File: config.mk
export PLATFORM = sky130hd
export DESIGN_NAME = dcache_nway_ctrl
export DESIGN_NICKNAME = d
export VERILOG_FILES = /design/src/rtl/dcache_nway_ctrl.sv
export SDC_FILE = /design/constraint.sdc
export NUM_CORES = 1
export LEC_CHECK = 0
export BUFFER_PORTS_ARGS = -buffer_cell sky130_fd_sc_hd__buf_4
export CELL_PAD_IN_SITES_DETAIL_PLACEMENT = 1
export CELL_PAD_IN_SITES_GLOBAL_PLACEMENT = 2
export CORE_AREA = 2 2 131 133
export CTS_BUF_LIST = sky130_fd_sc_hd__clkbuf_8
export CTS_CLUSTER_SIZE = 8
export DETAILED_ROUTE_END_ITERATION = 12
export DIE_AREA = 0 0 133 135
export PLACE_DENSITY = 0.88
export SYNTH_ARGS = -nofsm -noshare
export SYNTH_HDL_FRONTEND = slang
export SYNTH_SLANG_ARGS = --single-unit
File: constraint.sdc
create_clock -name CLK -period 1.9 [get_ports CLK]
set_clock_uncertainty 0.2 [all_clocks]
set_input_delay 0.19 -clock CLK [delete_from_list [all_inputs] [get_ports CLK]]
set_output_delay 0.19 -clock CLK [all_outputs]
set_load 0.05 [all_outputs]
File: src/rtl/dcache_nway_ctrl.sv
// Miss/flush controller for an N-way set-associative write-back data cache:
// victim write-back, block fill, halt-time flush of dirty lines, then the hit-count store.
module dcache_nway_ctrl #(
  parameter int unsigned WAYS         = 2,
  parameter int unsigned SETS         = 8,
  parameter int unsigned WORDS        = 2,
  parameter logic [31:0] HIT_CNT_ADDR = 32'h3100,
  localparam int unsigned IW = $clog2(SETS),
  localparam int unsigned OW = $clog2(WORDS),
  localparam int unsigned WW = (WORDS > 1) ? OW : 1,
  localparam int unsigned KW = (WAYS > 1) ? $clog2(WAYS) : 1,
  localparam int unsigned TW = 30 - IW - OW
) (
  input  logic               CLK,
  input  logic               RST,
  input  logic               enable,
  input  logic               halt,
  input  logic               hit,
  input  logic [IW-1:0]      req_idx,
  input  logic [TW-1:0]      req_tag,
  input  logic [KW-1:0]      victim_way,
  input  logic               victim_dirty,
  input  logic [TW-1:0]      victim_tag,
  input  logic [WAYS-1:0]    fl_dirty,
  input  logic [WAYS*TW-1:0] fl_tag,
  input  logic [31:0]        rd_word,
  input  logic [31:0]        hit_count,
  input  logic               mem_ready,
  output logic               dREN,
  output logic               dWEN,
  output logic [31:0]        daddr,
  output logic [31:0]        dstore,
  output logic [IW-1:0]      cache_idx,
  output logic [KW-1:0]      cache_way,
  output logic [WW-1:0]      cache_woff,
  output logic               load_data,
  output logic               set_valid,
  output logic               write_tag,
  output logic               clear_dirty,
  output logic               disable_hit_counter,
  output logic               flushed,
  output logic [2:0]         dbg_state_o
);

  // Memory handshake: dREN/dWEN stay high with daddr/dstore held stable until
  // mem_ready; a beat completes on the cycle the strobe and mem_ready are both high.
  typedef enum logic [2:0] {
    S_IDLE, S_WB, S_FILL, S_WAIT_HIT, S_FL_SCAN, S_FL_WB, S_HIT_WR, S_HALTED
  } state_e;

  state_e        state_q, state_d;
  logic [WW-1:0] w_q, w_d;
  logic [IW-1:0] s_q, s_d;
  logic [KW-1:0] k_q, k_d;
  logic [KW-1:0] lw_q, lw_d;
  logic [TW-1:0] lt_q, lt_d;

  logic          last_word, last_way, last_set, scan_adv;
  logic [TW-1:0] fl_tag_k;

  assign last_word = (w_q == WW'(WORDS - 1));
  assign last_way  = (k_q == KW'(WAYS - 1));
  assign last_set  = (s_q == IW'(SETS - 1));
  assign scan_adv  = ((state_q == S_FL_SCAN) && !fl_dirty[k_q]) ||
                     ((state_q == S_FL_WB) && mem_ready && last_word);

  always_comb begin
    fl_tag_k = '0;
    for (int i = 0; i < WAYS; i++) begin
      if (KW'(i) == k_q) fl_tag_k = fl_tag[i*TW +: TW];
    end
  end

  function automatic logic [31:0] mk_addr(input logic [TW-1:0] tag,
                                          input logic [IW-1:0] idx,
                                          input logic [WW-1:0] w);
    mk_addr = (32'(tag) << (IW + OW + 2)) | (32'(idx) << (OW + 2)) | (32'(w) << 2);
  endfunction

  always_ff @(posedge CLK) begin
    if (RST || !enable) begin
      state_q <= S_IDLE;
      w_q     <= '0;
      s_q     <= '0;
      k_q     <= '0;
      lw_q    <= '0;
      lt_q    <= '0;
    end else begin
      state_q <= state_d;
      w_q     <= w_d;
      s_q     <= s_d;
      k_q     <= k_d;
      lw_q    <= lw_d;
      lt_q    <= lt_d;
    end
  end

  always_comb begin
    state_d = state_q;
    w_d     = w_q;
    s_d     = s_q;
    k_d     = k_q;
    lw_d    = lw_q;
    lt_d    = lt_q;
    unique case (state_q)
      S_IDLE: begin
        if (halt) begin
          state_d = S_FL_SCAN;
          s_d     = '0;
          k_d     = '0;
          w_d     = '0;
        end else if (!hit) begin
          lw_d    = victim_way;
          lt_d    = victim_tag;
          w_d     = '0;
          state_d = victim_dirty ? S_WB : S_FILL;
        end
      end
      S_WB: begin
        if (mem_ready) begin
          if (last_word) begin
            w_d     = '0;
            state_d = S_FILL;
          end else begin
            w_d = w_q + 1'b1;
          end
        end
      end
      S_FILL: begin
        if (mem_ready) begin
          if (last_word) begin
            w_d     = '0;
            state_d = S_WAIT_HIT;
          end else begin
            w_d = w_q + 1'b1;
          end
        end
      end
      S_WAIT_HIT: if (hit) state_d = S_IDLE;
      S_FL_SCAN, S_FL_WB: begin
        // A clean line, or the final beat of a dirty one, steps the scan to the next (set, way).
        if (scan_adv) begin
          w_d = '0;
          if (last_way && last_set) begin
            state_d = S_HIT_WR;
          end else begin
            state_d = S_FL_SCAN;
            k_d     = last_way ? '0 : k_q + 1'b1;
            s_d     = last_way ? s_q + 1'b1 : s_q;
          end
        end else if (state_q == S_FL_SCAN) begin
          state_d = S_FL_WB;
          w_d     = '0;
        end else if (mem_ready) begin
          w_d = w_q + 1'b1;
        end
      end
      S_HIT_WR: if (mem_ready) state_d = S_HALTED;
      S_HALTED: state_d = S_HALTED;
      default:  state_d = S_IDLE;
    endcase
  end

  always_comb begin
    dREN                = 1'b0;
    dWEN                = 1'b0;
    daddr               = '0;
    dstore              = '0;
    cache_idx           = '0;
    cache_way           = '0;
    cache_woff          = '0;
    load_data           = 1'b0;
    set_valid           = 1'b0;
    write_tag           = 1'b0;
    clear_dirty         = 1'b0;
    disable_hit_counter = 1'b0;
    flushed             = 1'b0;
    unique case (state_q)
      S_IDLE: begin
        cache_idx = req_idx;
        cache_way = victim_way;
      end
      S_WB: begin
        dWEN        = 1'b1;
        daddr       = mk_addr(lt_q, req_idx, w_q);
        dstore      = rd_word;
        cache_idx   = req_idx;
        cache_way   = lw_q;
        cache_woff  = w_q;
        clear_dirty = mem_ready && last_word;
      end
      S_FILL: begin
        dREN       = 1'b1;
        daddr      = mk_addr(req_tag, req_idx, w_q);
        cache_idx  = req_idx;
        cache_way  = lw_q;
        cache_woff = w_q;
        load_data  = mem_ready;
        set_valid  = mem_ready && last_word;
        write_tag  = mem_ready && last_word;
      end
      S_WAIT_HIT: begin
        cache_idx           = req_idx;
        cache_way           = lw_q;
        disable_hit_counter = 1'b1;
      end
      S_FL_SCAN: begin
        cache_idx           = s_q;
        cache_way           = k_q;
        disable_hit_counter = 1'b1;
      end
      S_FL_WB: begin
        dWEN                = 1'b1;
        daddr               = mk_addr(fl_tag_k, s_q, w_q);
        dstore              = rd_word;
        cache_idx           = s_q;
        cache_way           = k_q;
        cache_woff          = w_q;
        clear_dirty         = mem_ready && last_word;
        disable_hit_counter = 1'b1;
      end
      S_HIT_WR: begin
        dWEN                = 1'b1;
        daddr               = HIT_CNT_ADDR;
        dstore              = hit_count;
        disable_hit_counter = 1'b1;
      end
      S_HALTED: begin
        flushed             = 1'b1;
        disable_hit_counter = 1'b1;
      end
      default: ;
    endcase
  end

  assign dbg_state_o = state_q;

endmodule

Yosys cells after proc, flatten, opt, wreduce, memory -nomap -nowiden
Index checks and enable logic that the tools add are counted.

word-level totals
  bits in registers = 35
  output and inout bits = 80

operators by class
  $lt $le $gt $ge = 1
  muxes and demuxes = 46
  eq/ne operators = 22
  reduce and logical (&&, ||, !) cells = 25
  bitwise logic cells = 8
  add/subtract/negate cells = 3

operators with widths
  operator                                        count
  case mux 32 bit (4 select lines)                1
  bitwise OR 32 x 3 -> 32 bit                     3
  bitwise OR 32 x 6 -> 32 bit                     3
  case mux 32 bit (2 select lines)                1
  2-to-1 mux 3 bit                                14
  2-to-1 mux 26 bit                               1
  2-to-1 mux 1 bit                                21
  case mux 3 bit (7 select lines)                 1
  != test 2 bit (second input constant)           8
  == test 3 bit (second input constant)           5
  case mux 3 bit (2 select lines)                 2
  OR reduction 3 bit                              3
  AND reduction 4 bit                             2
  AND reduction 8 bit                             1
  == test 3 x 2 -> 1 bit (second input constant)  2
  != test 2 x 1 -> 1 bit (second input constant)  3
  case mux 1 bit (3 select lines)                 2
  OR reduction 2 bit                              3
  logical AND 1 bit                               5
  AND reduction 5 bit                             1
  OR reduction 5 bit                              1
  2-to-1 mux 2 bit                                2
  != test 4 x 1 -> 1 bit (second input constant)  1
  OR reduction 4 bit                              1
  14 further kinds                                18

Depth between registers and ports, before layout
Gate-level depths: netlist (run 1).

  depth after elaboration = 7
  mapped depth = 7

Worst setup path before layout (run 1)
No wires, ideal clock.

  path type = register to output
  start point = register state_q[1], in the netlist dbg_state_o[1]
  end point = output port write_tag
  cell stages (with the launch flop) = 5
  arrival = 2547 ps
  path slack = -1037 ps
  cell sequence = dfxtp_1 buf_4 nand2b_1 nor3_1 buf_4

between the ends
  longest elaborated chain between the ends = 2

RTL lines
  what                      line  source
  start: declaration        51    state_e state_q, state_d;
  start signal: assignment  89    state_q <= state_d;
  == test 3 x 2 -> 1 bit    --
  2-to-1 mux 1 bit          --
  end: declaration          38    output logic write_tag,

No other way between the ends.

Final worst setup path (run 1)
  start point = register k_q
  end point = output port daddr[21]

between the ends
  longest elaborated chain between the ends = 4

RTL lines
  what                              line  source
  start: declaration                54    logic [KW-1:0] k_q, k_d;
  start signal: assignment          92    k_q <= k_d;
  2-to-1 mux 26 bit                 70    if (KW'(i) == k_q) fl_tag_k = fl_tag[i*TW +: TW];
  bitwise OR 32 x 6 -> 32 bit       77    mk_addr = (32'(tag) << (IW + OW + 2)) | (32'(idx) << (OW + 2)) | (32'(w) << 2);
  bitwise OR 32 x 3 -> 32 bit       77
  case mux 32 bit (4 select lines)  178   unique case (state_q)
  end: declaration                  31    output logic [31:0] daddr,

No other way between the ends.

==> results of run 1 <==
-- sequential cells by signal (all words and copies together) (netlist names) --
signal / cells
s_q: 3
lt_q: 26
k_q: 1
last_word: 1
dbg_state_o: 3
lw_q: 1
-- timing repair --
item,in CTS,in global routing
setup endpoints to repair,74,108
pin swaps,24,42
hold endpoints to repair,31,0
gates cloned,11,3
gates resized for setup,199,121
setup buffers,42,11
hold buffers,29,0
-- worst max-delay path: cells and delay by family (launching register included) --
family	cells	cell delay (ns)
compound gates	2	0.28
mux	1	0.26
simple gates	1	0.11
flops	1	0.45
buf+inv	2	0.34
-- placed cells by master, fill, tap and decap left out, types with 3 or more instances in the layout --
cell             n
a21o_1           3
nand2_2         25
o21ai_1          7
nor2_2           3
and3_4           4
a22o_1           3
a22o_4          13
a22o_2          17
nand2_4         25
buf_4          223
nor2_1           8
a21oi_1         13
dfxtp_4          4
buf_16           6
o21ai_4         27
nor2b_4          6
a21oi_2         26
dlygate4sd3_1   29
nor2b_1          4
buf_12          14
inv_1            8
o21ai_0         20
nand2_1         60
dfxtp_1         31
nor3_1           3
o21ai_2          7
buf_6           61
buf_8           30
nor2_4           7
clkbuf_8         5
mux2i_1         26
-- stage by stage --
step | setup TNS (ns) | total power, mW
floorplan | -0.737 | 1.62
global placement | -6.89 | 2.20
detailed placement | -13.90 | 2.22
CTS | -15.72 | 3.59
global route | -21.19 | 3.87
finish | -14.60 | 3.70
-- cell type report --
cell class | count | share of cell area
inverter | 8 | 0.00386
clock buffer | 5 | 0.00885
multi-input combinational | 343 | 0.385
tap | 220 | 0.0354
clock inverter | 3 | 0.00821
sequential | 35 | 0.0920
timing repair buffer | 366 | 0.467
-- path summary, 6_finish.rpt --
| path | depth (start not counted) | end | slack [ns] | start |
|---|---|---|---|---|
| setup / recovery | 6 | daddr[21] | -0.24 | k_q$_SDFFE_PP0P_ |
| setup reg to reg | 10 | lt_q[25]$_SDFFE_PP0P_ | -0.09 | dbg_state_o[0]$_SDFFE_PP0P_ |
| hold reg to reg | 2 | lt_q[5]$_SDFFE_PP0P_ | 0.26 | lt_q[5]$_SDFFE_PP0P_ |
| hold / removal | 4 | k_q$_SDFFE_PP0P_ | 0.09 | enable |
-- where the power goes --
| group | switching, mW | internal, mW |
|---|---|---|
| logic | 1.10 | 1.01 |
| clock network | 0.304 | 0.520 |
| registers | 0.0204 | 0.752 |
| total | 1.43 | 2.28 |
-- routing by layer --
layer,wire length (um),global-route usage,vias up
met2,11500,0.418,215
met5,0,0,-
met3,1210,0.0428,38
met4,921,0.0992,0
li1,-,-,2151
met1,7090,0.212,2219
-- cell families (layout without fill, tap and decap cells) --
| logic type | count (synthesis) | after routing | synth area share |
|---|---|---|---|
| and+or+nand+nor | 158 | 159 | 0.236 |
| AOI/OAI and AO/OA | 152 | 152 | 0.330 |
| buffers and inverters | 49 | 382 | 0.0872 |
| DFF | 35 | 35 | 0.241 |
| muxes | 28 | 28 | 0.0963 |
| adders and majority gates | 2 | 2 | 0.00859 |
| other | 1 | 2 | 0.00129 |
==> impl_metrics.toml, run 1 <==
[run_status]
outcome = "finished, violations left"
violations = "negative setup slack"

[pwr]
p_per_area_nw_per_um2 = 476
p_leak_nw = 3.38
ir_drop_uv = 363

[cells_and_area]
fillers = 1826
post-route-util = 0.474
drive_above_1_share = 0.692
design_area_um2 = 7780
stdcell_count = 980
seqCellArea_um2 = 716
layout.nets = 942
multiInputGateArea_um2 = 2990
area_delta_synth_final_pct = 167
antenna_cells = 0

[synth]
yosys-top-cells-area = "dfxtp_1 (24%), nand2_1 (14%), a22o_1 (9.9%)"
synth_flop_cell = "dfxtp_1"
yosysWarnings = 0
synth_edf_count = 0
yosys_register_bits = 35
netlist_area_um2 = 2910
synth_most_common_cell = "nand2_1"
synthesis.area_per_instance_um2 = 6.85
yosys.area.top_type = "dfxtp_1"
synth_top_area_frac = 0.241
synthTopCellsByCount = "nand2_1 (110), o21ai_0 (56), a21oi_1 (39), dfxtp_1 (35), a22o_1 (33)"
yosysUniqueCellTypes = 50
syn_inst = 425
ys_seq_area_frac = 0.241
synth-async-reset-ratio = 0

[cts]
cts_tree = "built"
cts_made_buffers = 5
clock_path_buffers = 2
clk_latency_ns = 0.30
htree_levels = 2
clk_pin_slew_ns = 0.08
cts.sinks = 35
cts-root-buf = "clkbuf_8"

[global_route]
grt_max_degree = 37
antenna_found_initial = 0
grt_pass1_wl_mm = 29.3
grt_pass1_vias = 5162
grt-ovfl-total = 0
groute.usage.overall = 0.212

[placement]
place_ws_ns = -0.543
place_inst = 885
gp_congestion = 0.878
dpl_cell_area_um2 = 5530
port_buffers = 258
dp_hpwl_mm = 13.2

[setup_path]
slowest_stage = "dfxtp_4"
cp-end-kind = "primary output"
required_ns = 1.51
path_class = "flop to primary output"
worstPathMaxFanout = 12
max_stage_delay_ns = 0.45
crit_arrival_ns = 1.75
crit_chain = "buf_12 -> mux2i_1 -> nand2_1 -> o21ai_1 -> o21ai_4 -> buf_6"
critPathLaunchType = "flop"

[floorplan]
start_util = 0.177
die_h_um = 135
chipWidth_um = 133
die_area_um2 = 18000
rows = 47
pin_count = 261
core-area_um2 = 16400

[timing]
fin_ws_ns = -0.243
drv_slew = 0
fmax_mhz = 467
hold_viol = 0
setup_violations = 101
fin_crit_ns = 2.14
hold_ws_ns = 0.0921
rsz0062_at_grt = "true"
min_period_over_period = 1.13

[drt]
vias = 4623
wl_per_cell_um = 21.1
first_pass_iters = 4
avgViaCountPerCell = 4.72
wl_mm = 20.7
drt_iter0_drc = 97
drc = 0
ant_nets = 0

[job]
drv_cap = 0

[hold_path]
hold_path_class = "primary input to flop"
Note: power is estimated with default switching activity, not from simulation.
==> run 2: changes to the inputs <==
--- a/config.mk
+++ b/config.mk
@@ -14,5 +14,5 @@
 export DETAILED_ROUTE_END_ITERATION = 12
 export DIE_AREA = 0 0 133 135
-export PLACE_DENSITY = 0.88
+export PLACE_DENSITY = 0.93
 export SYNTH_ARGS = -nofsm -noshare
 export SYNTH_HDL_FRONTEND = slang
==> constraint.sdc (replaced) <==
create_clock -name CLK -period 1.9 [get_ports CLK]
set_clock_uncertainty 0.2 [all_clocks]
set_input_delay 0.19 -clock CLK [delete_from_list [all_inputs] [get_ports CLK]]
set_output_delay 0.19 -clock CLK [all_outputs]
set_load 0.1 [all_outputs]
==> run 2 against run 1 <==
  * The run still ends with negative setup slack left
  * Via count fell by 5.9%
  * Final cell count down 4.8%
  * Largest cell class unchanged
  * Routed wire length is 11% lower
  * Sequential power is 1% higher
==> impl_metrics.toml, run 2 (synthesized netlist as in run 1, its figures left out) <==
[cts]
cts_tree = "built"
htree_levels = 2
clock_path_buffers = 2
cts-root-buf = "clkbuf_8"
cts_made_buffers = 5
clk_latency_ns = 0.30
cts.sinks = 35
clk_pin_slew_ns = 0.09

[setup_path]
max_stage_delay_ns = 0.38
ff2ff_setup_slack_ns = 0.09
path_class = "flop to primary output"
ff2ff_path_depth = 6
slowest_stage = "dfxtp_4"
crit_arrival_ns = 1.64
cp-end-kind = "primary output"
cp_common_cell = "buf_12"
crit_chain = "nand2b_4 -> nor2_4 -> buf_12 -> a22o_4 -> buf_12"
cp-startpoint = "dbg_state_o[0]$_SDFFE_PP0P_"
critPathLaunchType = "flop"
worstPathMaxFanout = 16
required_ns = 1.51
r2r-end = "s_q[0]$_SDFFE_PP0P_"
timing.rr.start = "dbg_state_o[2]$_SDFFE_PP0P_"

[placement]
gp_congestion = 0.764
port_buffers = 258
place_inst = 886
place_ws_ns = 0.0732
dpl_cell_area_um2 = 5770
dp_hpwl_mm = 13.5

[drt]
avgViaCountPerCell = 4.66
vias = 4351
first_pass_iters = 4
ant_nets = 0
wl_mm = 18.4
drc = 0
drt_iter0_drc = 92
wl_per_cell_um = 19.8

[cells_and_area]
post-route-util = 0.457
area_delta_synth_final_pct = 158
final_cell_mix = "buf_4 (196), nand2_1 (104), buf_12 (82)"
layout.nets = 895
antenna_cells = 0
largest_register_ffs = 26
design_area_um2 = 7500
stdcell_count = 933
drive_above_1_share = 0.600
layout_commonest_cell = "buf_4"
largest_register = "lt_q"

[timing]
tns_ns = -4.60
setup_violations = 71
min_period_over_period = 1.07
rsz0062_at_grt = "true"
fin_crit_ns = 2.03
fmax_mhz = 493
hold_ws_ns = 0.109
drv_slew = 0
hold_viol = 0
fin_ws_ns = -0.126

[hold_path]
hold_path_startpoint = "enable"
hold_path_class = "primary input to flop"
worstHoldEndpoint = "k_q$_SDFFE_PP0P_"
whs_path_depth = 4

[floorplan]
rows = 47
pin_count = 261
start_util = 0.177
chipWidth_um = 133
die_area_um2 = 18000
core-area_um2 = 16400
die_h_um = 135

[global_route]
grt-ovfl-total = 0
groute.usage.overall = 0.191
antenna_found_initial = 0
grt_pass1_wl_mm = 26.2
grt_pass1_vias = 4528
grt_max_degree = 38

[job]
drv_cap = 0

[pwr]
ir_drop_uv = 233
p_leak_nw = 3.02
switching_share = 0.456
p_switching_mw = 1.66
seq_power_share = 0.214
intPower_mw = 1.98
fin_total_pwr_mw = 3.65
power.share.combinational = 0.629
p_per_area_nw_per_um2 = 486
clkPwrFrac = 0.157

[run_status]
outcome = "finished, violations left"
violations = "negative setup slack"
==> run 2: cell types whose count changed in the layout (fill, tap and decap cells not counted), moves of 6 or more <==
cell and change:
buf_12 +68, buf_6 -51, nand2_1 +44, buf_8 -30, buf_4 -27, nand2_4 -25, a21oi_1 +22, a21oi_2 -22
nand2_2 -19, a22o_4 +15, a22o_2 -13, o21ai_2 +12, o21ai_0 -10, buf_16 -6
==> run 2: final cells by class <==
cell class                      instances  area, um2
Multi-Input combinational cell        342       2790
Timing Repair Buffer                  320       3590
Clock inverter                          2       8.76
Clock buffer                            6       82.6
Tap cell                              220        275
Sequential cell                        35        717
Inverter                                8       32.5
Fill cell                            1805       8910
==> run 2: timing repair <==
action | 4_1_cts | 5_1_grt
setup endpoints to repair | 73 | 74
setup buffers | 1 | 5
hold buffers | 29 | 0
resized for setup | 233 | 71
pin swaps | 1 | 10
hold endpoints to repair | 31 | 0
cloned | 0 | 4
==> run 2: worst max-delay path: cells and delay by family (launching register included) <==
kind / cells / cell delay [ns]
flip-flops: 1 / 0.38
AO/OA/AOI/OAI: 1 / 0.19
buffers and inverters: 2 / 0.38
AND/OR/NAND/NOR: 2 / 0.37
==> run 2: how the worst max path moves through the flow <==
stage          slack (ns)         end  cells past startpoint
2_1_floorplan       -0.43   write_tag                      4
3_3_place_gp         0.13   daddr[25]                      6
3_5_place_dp         0.07    daddr[6]                      6
4_1_cts             -0.12    daddr[6]                      6
5_1_grt             -0.19  dstore[16]                      5
6_report            -0.13  dstore[26]                      5
==> run 2: power by group through the flow <==
stage	sequential [mW]	combinational [mW]	clock, mW
floorplan	0.818	1.23	0
global placement	0.793	1.85	0
detailed placement	0.794	1.86	0
CTS	0.778	2.18	0.607
global route	0.784	2.39	0.634
finish	0.780	2.29	0.574
==> run 2: metal layers <==
layer	GRT usage	wire length (um)	vias up	part of all wire
met4	0.0795	811	0	0.044
li1	-	-	2060	-
met1	0.191	6370	2065	0.35
met2	0.373	9960	198	0.54
met3	0.0514	1300	28	0.071
met5	0	0	-	0
==> run 3: changes to the inputs <==
SKIP_LAST_GASP = 1   (was not set)
==> run 3 against run 2 <==
  * The flow still finishes with violations (negative setup slack)
  * Core utilization fell by 1.8 points
  * Sequential share of layout area increased by 0.39 points
  * Count of clock-buffer cells in the layout is the same
  * Total power decreased by 2.3%
  * Sequential power about the same
  * Sequential cell count did not move
  * Non-clock buffer count fell by 4
  * Clock power is essentially flat
  * Setup slack improved by 0.0091 ns
  * First-iteration DRC count increased by 5.4%
  * Maximum frequency up 0.45%
  * Largest cell class unchanged
  * Largest power group unchanged
==> impl_metrics.toml, run 3 (synthesized netlist as in run 1, its figures left out) <==
[setup_path]
slowest_stage = "dfxtp_4"
max_stage_delay_ns = 0.38
worstPathMaxFanout = 16
cp-end-kind = "primary output"
required_ns = 1.51
crit_chain = "nand2b_4 -> nor2_4 -> clkbuf_16 -> a22o_2 -> buf_8"
crit_arrival_ns = 1.63
critPathLaunchType = "flop"
path_class = "flop to primary output"

[floorplan]
core-area_um2 = 16400
chipWidth_um = 133
die_h_um = 135
start_util = 0.177
pin_count = 261
die_area_um2 = 18000
rows = 47

[timing]
tns_ns = -4.31
fin_crit_ns = 2.02
rsz0062_at_grt = "true"
setup_violations = 69
hold_viol = 0
fmax_mhz = 496
hold_ws_ns = 0.114
fin_ws_ns = -0.117
min_period_over_period = 1.06
drv_slew = 0

[cells_and_area]
design_area_um2 = 7210
layout_commonest_cell = "buf_4"
largest_register = "lt_q"
area_delta_synth_final_pct = 148
drive_above_1_share = 0.588
final_cell_mix = "buf_4 (195), nand2_1 (108), buf_12 (66)"
antenna_cells = 0
largest_register_ffs = 26
layout.nets = 891
fillers = 1827

[cts]
clock_path_buffers = 2
cts-root-buf = "clkbuf_8"
cts.sinks = 35
cts_made_buffers = 5
clk_latency_ns = 0.30
cts_tree = "built"
clk_pin_slew_ns = 0.08
htree_levels = 2

[pwr]
p_leak_nw = 2.88
p_per_area_nw_per_um2 = 494
fin_total_pwr_mw = 3.56
ir_drop_uv = 234

[global_route]
grt_pass1_wl_mm = 26.0
antenna_found_initial = 0
groute.usage.overall = 0.190
grt-ovfl-total = 0
grt_max_degree = 38
grt_pass1_vias = 4524

[drt]
ant_nets = 0
drc = 0
avgViaCountPerCell = 4.61
drt_iter0_drc = 97
vias = 4279
wl_mm = 17.8
first_pass_iters = 4
wl_per_cell_um = 19.1

[placement]
port_buffers = 258
dpl_cell_area_um2 = 5770
dp_hpwl_mm = 13.5
gp_congestion = 0.764

[hold_path]
hold_path_class = "primary input to flop"

[run_status]
outcome = "finished, violations left"
violations = "negative setup slack"

[job]
drv_cap = 0
[run 3: area by class of cell]
type / instances / area [um2] / area share
clock inverters: 2 / 8.76 / 0.00122
repair buffers: 316 / 3460 / 0.480
well taps: 220 / 275 / 0.0382
flip-flops and latches: 35 / 717 / 0.0995
inverters: 8 / 32.5 / 0.00451
multi-input cells: 342 / 2630 / 0.365
clock buffers: 6 / 82.6 / 0.0115
[run 3: worst max-delay path: cells and delay by family (launching register included)]
kind | cells | cell delay, ns
AOI/OAI and AO/OA | 1 | 0.17
buffers and inverters | 2 | 0.42
DFF | 1 | 0.38
and+or+nand+nor | 2 | 0.35
[run 3: layer usage]
layer / routed length (um) / vias up / GRT usage / part of all wire
li1: - / 2054 / - / -
met1: 6120 / 2020 / 0.188 / 0.34
met2: 9890 / 187 / 0.378 / 0.56
met3: 1310 / 18 / 0.0526 / 0.073
met4: 463 / 0 / 0.0615 / 0.026
met5: 0 / - / 0 / 0
[run 3: timing repair]
item | in CTS | in global routing
pin swaps | 1 | 5
hold buffers | 29 | 0
setup endpoints to repair | 73 | 74
cloned | 0 | 2
endpoints found under the hold margin | 31 | 0
setup buffers | 1 | 3
resized for setup | 198 | 65
[run 3: final timing paths]
kind / start / end / slack, ns / cells after the start
setup / recovery: dbg_state_o[0]$_SDFFE_PP0P_ / dstore[29] / -0.12 / 5
hold / removal: enable / k_q$_SDFFE_PP0P_ / 0.11 / 4
hold reg to reg: lt_q[4]$_SDFFE_PP0P_ / lt_q[4]$_SDFFE_PP0P_ / 0.26 / 2
setup reg to reg: dbg_state_o[2]$_SDFFE_PP0P_ / s_q[0]$_SDFFE_PP0P_ / 0.01 / 6
[run 3: stage by stage]
step                      std cells   util  setup WS (ns)
after global placement          886  0.352          0.133
after CTS                       924  0.420         -0.158
after floorplan                 426      -         -0.430
after detailed placement        886  0.352         0.0732
final                           929  0.439         -0.117
after global routing            929  0.439         -0.199
[run 3: power breakdown]
part / total (mW) / internal, mW / leakage [nW] / switching [mW]
Clock: 0.572 / 0.287 / 0.0524 / 0.285
Combinational: 2.21 / 0.892 / 2.54 / 1.32
Sequential: 0.779 / 0.752 / 0.287 / 0.0273
Total: 3.56 / 1.93 / 2.88 / 1.63
